===== src/rtl/ipu_button_ctrl.sv =====
// Button input processing unit: synchronises and debounces nine cell buttons, writes the cell index
// to grid_coord, then raises an interrupt. Define IPU_OCCUPIED_FILTER_EN to ignore already-played cells.
module ipu_button_ctrl #(
   parameter int DEBOUNCE_CYCLES = 4,
   parameter int CNT_W           = 16
) (
   input  logic       clk,
   input  logic       rst,
   input  logic [8:0] btn,
   input  logic       int_ack,
   input  logic       clr_board,
   output logic       write_en,
   output logic [3:0] coord_out,
   output logic       ipu_int,
   output logic       busy
);

   typedef enum logic [2:0] {
      ST_IDLE,
      ST_DEBOUNCE,
      ST_WRITE,
      ST_INT_WAIT,
      ST_RELEASE
   } state_t;

   localparam logic [CNT_W-1:0] DEB_TARGET = CNT_W'(DEBOUNCE_CYCLES);

   state_t           r_state;
   state_t           w_nextState;
   logic [8:0]       r_btnMeta;
   logic [8:0]       r_btnS;
   logic [CNT_W-1:0] r_cnt;
   logic [CNT_W-1:0] w_nextCnt;
   logic [3:0]       r_idx;
   logic [3:0]       w_nextIdx;
   logic [3:0]       w_btnIdx;
   logic             r_writeEn;
   logic             w_nextWriteEn;
   logic [3:0]       r_coord;
   logic [3:0]       w_nextCoord;
   logic             r_int;
   logic             w_nextInt;
   logic [8:0]       w_capMask;
   logic             w_blocked;
   logic             w_commit;

   // Two-flop synchroniser for the raw asynchronous buttons
   always_ff @(posedge clk or negedge rst) begin
      if (!rst) begin
         r_btnMeta <= '0;
         r_btnS    <= '0;
      end else begin
         r_btnMeta <= btn;
         r_btnS    <= r_btnMeta;
      end
   end

   always_comb begin
      w_btnIdx = '0;
      for (int i = 0; i < 9; i++) begin
         if (r_btnS[i]) w_btnIdx = 4'(i);
      end
   end

   assign w_capMask = 9'(1) << r_idx;
   assign w_commit  = (r_state == ST_DEBOUNCE) && (w_nextState == ST_WRITE);

`ifdef IPU_OCCUPIED_FILTER_EN
   logic [8:0] r_occ;
   logic [8:0] w_nextOcc;

   assign w_blocked = |(r_btnS & r_occ);

   // A new-game clear and a commit on the same edge leave the committed cell marked
   always_comb begin
      w_nextOcc = clr_board ? '0 : r_occ;
      if (w_commit) w_nextOcc = w_nextOcc | w_capMask;
   end

   always_ff @(posedge clk or negedge rst) begin
      if (!rst) r_occ <= '0;
      else      r_occ <= w_nextOcc;
   end
`else
   logic w_unusedClr;
   assign w_unusedClr = clr_board;
   assign w_blocked   = 1'b0;
`endif

   always_ff @(posedge clk or negedge rst) begin
      if (!rst) begin
         r_state   <= ST_IDLE;
         r_cnt     <= '0;
         r_idx     <= '0;
         r_writeEn <= 1'b0;
         r_coord   <= '0;
         r_int     <= 1'b0;
      end else begin
         r_state   <= w_nextState;
         r_cnt     <= w_nextCnt;
         r_idx     <= w_nextIdx;
         r_writeEn <= w_nextWriteEn;
         r_coord   <= w_nextCoord;
         r_int     <= w_nextInt;
      end
   end

   // Any change of btn_s while debouncing restarts from IDLE, so only a clean press survives
   always_comb begin
      w_nextState   = r_state;
      w_nextCnt     = r_cnt;
      w_nextIdx     = r_idx;
      w_nextWriteEn = 1'b0;
      w_nextCoord   = r_coord;
      w_nextInt     = r_int;
      case (r_state)
         ST_IDLE: begin
            if ($onehot(r_btnS) && !w_blocked) begin
               w_nextIdx   = w_btnIdx;
               w_nextCnt   = CNT_W'(1);
               w_nextState = ST_DEBOUNCE;
            end
         end
         ST_DEBOUNCE: begin
            if (r_btnS != w_capMask) begin
               w_nextCnt   = '0;
               w_nextState = ST_IDLE;
            end else if (r_cnt == DEB_TARGET) begin
               w_nextCnt     = '0;
               w_nextWriteEn = 1'b1;
               w_nextCoord   = r_idx;
               w_nextState   = ST_WRITE;
            end else begin
               w_nextCnt = r_cnt + CNT_W'(1);
            end
         end
         ST_WRITE: begin
            w_nextInt   = 1'b1;
            w_nextState = ST_INT_WAIT;
         end
         ST_INT_WAIT: begin
            w_nextInt = 1'b1;
            if (int_ack) begin
               w_nextInt   = 1'b0;
               w_nextState = ST_RELEASE;
            end
         end
         ST_RELEASE: begin
            if (r_btnS == '0) w_nextState = ST_IDLE;
         end
         default: begin
            w_nextState = ST_IDLE;
            w_nextCnt   = '0;
            w_nextInt   = 1'b0;
         end
      endcase
   end

   assign write_en  = r_writeEn;
   assign coord_out = r_coord;
   assign ipu_int   = r_int;
   assign busy      = (r_state != ST_IDLE);

endmodule


===== config.mk =====
export PLATFORM = sky130hd
export DESIGN_NAME = ipu_button_ctrl
export DESIGN_NICKNAME = d
export VERILOG_FILES = /design/src/rtl/ipu_button_ctrl.sv
export SDC_FILE = /design/constraint.sdc
export NUM_CORES = 1
export LEC_CHECK = 0
export ABC_AREA = 1
export CORE_MARGIN = 10
export CORE_UTILIZATION = 45
export CTS_CLUSTER_SIZE = 16
export DETAILED_ROUTE_END_ITERATION = 16
export GPL_ROUTABILITY_DRIVEN = 0
export HOLD_SLACK_MARGIN = 0.1
export PLACE_DENSITY = 0.72
export RECOVER_POWER = 50
export SLEW_MARGIN = 20
export SYNTH_ARGS = -nofsm -noshare
export SYNTH_HDL_FRONTEND = slang
export SYNTH_SLANG_ARGS = --single-unit

===== constraint.sdc =====
create_clock -name clk -period 5.02 [get_ports clk]
set_input_delay 1.004 -clock clk [delete_from_list [all_inputs] [get_ports clk]]
set_output_delay 1.004 -clock clk [all_outputs]
set_load 0.01 [all_outputs]

==> results.md <==
* Total GRT Usage at 11.5%
* Resized Gates After CTS at 0
* Worst Hold End: r_btnS[1]
* Iter 0 DRT Violations at 114
* Startpoint Class: flop
* Max_cap viols at 1
* Layout cells sized above 1 at 8.22%
* Max Slew Vio Count at 48
* Mean post-synth cell area at 8.07 sq um
* Worst Reg-to-Reg Cells at 16
* Kind of critical path: reg2reg
* Sequential fraction of the synthesis area at 42.5%
* Drc violations at 0
* Detailed Route WL at 5360 microns
* Fin Clk Skew at 10.5 ps
* Post-layout min period at 4170 ps
* Ys Warns at 0
* Core footprint at 5960 sq um
* Layout area overhead at 11.0%
* H-Tree Depth at 2
* Power Density at 340 nW/um^2
* Critical Path Fanout Max at 16
* Flop-to-flop setup slack at 850 ps
* Worst setup EP type: flop
* Netlist cell types at 34
* Worst hold margin at 352 ps
* Wire length per cell at 12.2 microns
* Top cell type's share of synthesized area at 42.5%
* Mapped Nets at 366
* WHS Path Cells at 0
* Die ar. at 9690 sq um
* Reg-to-reg endpoint: r_cnt[1]
* Starting Density at 46.5%
* Synth top cells by count: 94 x nand2_1, 50 x inv_1, 47 x dfrtp_1
* RSZ-0062 raised after global routing: no
* Cell Count, Final, Fillers Out at 440
* Post-DP HPWL at 4050 microns
* TritonCTS clock tree: yes
* Worst r2r src: r_btnS[1]
* Vias in the first global route at 2142
* IO Pins at 20
* Failing checks: capacitance limit, slew limit
* FFs w/ async S/R, synth at 100%
* Clk root buf: clkbuf_8
* Count of nets after finishing at 387
* Row Count at 28
* Worst skew pair latency at 300 ps
* Setup TNS at 0 ps
* Die Wd at 98.4 microns
* Layout Utilization at 51.6%
* Worst vdd ir at 0.246 mV
* Worst hold start: r_btnMeta[1]
* ANT nets after route at 0
* Dpl cells at 432
* Slew margin rel. at -61.5%
* Syn Std Cell Area at 2770 sq um
* Top post-synthesis cells by area: dfrtp_1 42%, nand2_1 13%, inv_1 6.8%
* Clk sinks at 47
* Die H at 98.4 microns
* IO Port Bufs at 18
* Largest net degree at the start of global routing at 48
* Initial antenna violation count at 0
* Postcts setup bufs at 0
* Grt ovf at 0
* Fin. Hold Viols at 0
* Clk buf depth at 2
* Hold Crit Class: reg2reg
* Worst-Margin Slew at 2420 ps
* Most common cell in the netlist: nand2_1
* Fin crit share at 83.1%
* Max frequency at 0.240 GHz
* Seq cells post-synth at 47
* Yosys top cell by area: dfrtp_1
* First-pass GRT wire length at 9580 microns
* CP arrival at 4400 ps
* CTS buffer count at 5
* Clk slew on worst S/H paths at 80 ps
* Gate count after technology mapping at 343
* Hold buffers post-CTS at 0
* Length of the first detailed-routing pass in iterations at 4
* Vias per cell at 4.97
* Req. time, crit path at 5250 ps
* Count of final setup violators at 0
* Number of synthesized flops with an enable pin at 0
* Leakage at 1.54 nW
* Vias at 2185
* Antenna cells at 0
* Status: finished with violations
* Predominant post-synthesis flop cell: dfrtp_1
-- metal layers --
layer / up-vias / wire [microns] / GRT usage (%)
met3: 2 / 301 / 3.21
met5: - / 0 / 0
met4: 0 / 22 / 4.52
met2: 50 / 2510 / 18.5
li1: 1134 / - / -
met1: 999 / 2530 / 14.4
-- kinds of logic after synthesis --
group / synth area share, %
flip-flops: 42.5
AO/OA/AOI/OAI: 4.20
buffers and inverters: 9.08
XOR/XNOR: 4.11
AND/OR/NAND/NOR: 34.3
adder cells (fa/ha/maj): 5.87
-- worst max-delay path by stage --
| stage | from | end | slack (ps) | cells after the start |
|---|---|---|---|---|
| finish | r_btnS[1] | r_cnt[1] | 850 | 16 |
| global route | r_btnS[1] | r_cnt[1] | 540 | 16 |
| CTS | r_btnS[1] | r_cnt[1] | 800 | 16 |
| detailed placement | r_btnS[1] | r_cnt[1] | 830 | 16 |
| global placement | r_btnS[1] | r_cnt[1] | 940 | 16 |
| floorplan | r_btnS[1] | r_cnt[10] | 1390 | 14 |
-- critical path, cell delays in order, from the launching register on --
cell,delay [ps]
dfrtp_1,410
inv_1,120
fa_1,440
fa_1,510
fa_1,430
fa_1,420
fa_1,490
inv_1,40
nor3_1,170
nand2_1,100
nand2_1,80
nand2_1,350
inv_1,230
nand2_1,70
o21ai_0,80
inv_1,70
a21oi_2,90
-- area by class of cell --
type | instances | area, sq um
clock buffer | 5 | 68.8
clock inverter | 3 | 20.0
fill | 568 | 2880
inverter | 53 | 200
multi-input combinational | 239 | 1340
sequential | 47 | 1180
tap | 75 | 93.8
timing repair buffer | 18 | 174
-- sequential cells by signal, summed over array words and instances, names as in the netlist --
register,cells
r_btnMeta,9
write_en,1
r_btnS,9
r_cnt,16
ipu_int,1
r_state,3
coord_out,4
r_idx,4
-- per-stage QoR --
stage | setup slack, ps | instance area, sq um | power (mW)
floorplan | 1390 | 2770 | 0.748
global placement | 940 | 2990 | 0.820
detailed placement | 826 | 2990 | 0.830
CTS | 800 | 3080 | 1.06
global route | 537 | 3070 | 1.14
finish | 850 | 3070 | 1.05
-- power breakdown --
part / leakage, nW / switching, mW / internal [mW]
clock: 0.0402 / 0.128 / 0.0970
sequential: 0.601 / 0.0410 / 0.413
combinational: 0.899 / 0.244 / 0.121
-- layout by cell type, fill, tap and decap left out, drive strengths merged --
cell / count
o21ai: 11
or2: 1
nand2b: 1
o22ai: 2
xnor2: 1
o21a: 1
nand3: 25
nor2: 33
clkdlybuf4s50: 17
nand2: 99
o211ai: 1
a21oi: 6
nand4: 21
dfrtp: 47
clkinvlp: 2
ha: 5
nor3b: 1
nand3b: 2
clkbuf: 6
inv: 52
nor3: 11
xor2: 12
clkinv: 2
fa: 5
and3: 1
Note: power is estimated with default switching activity, not from simulation.
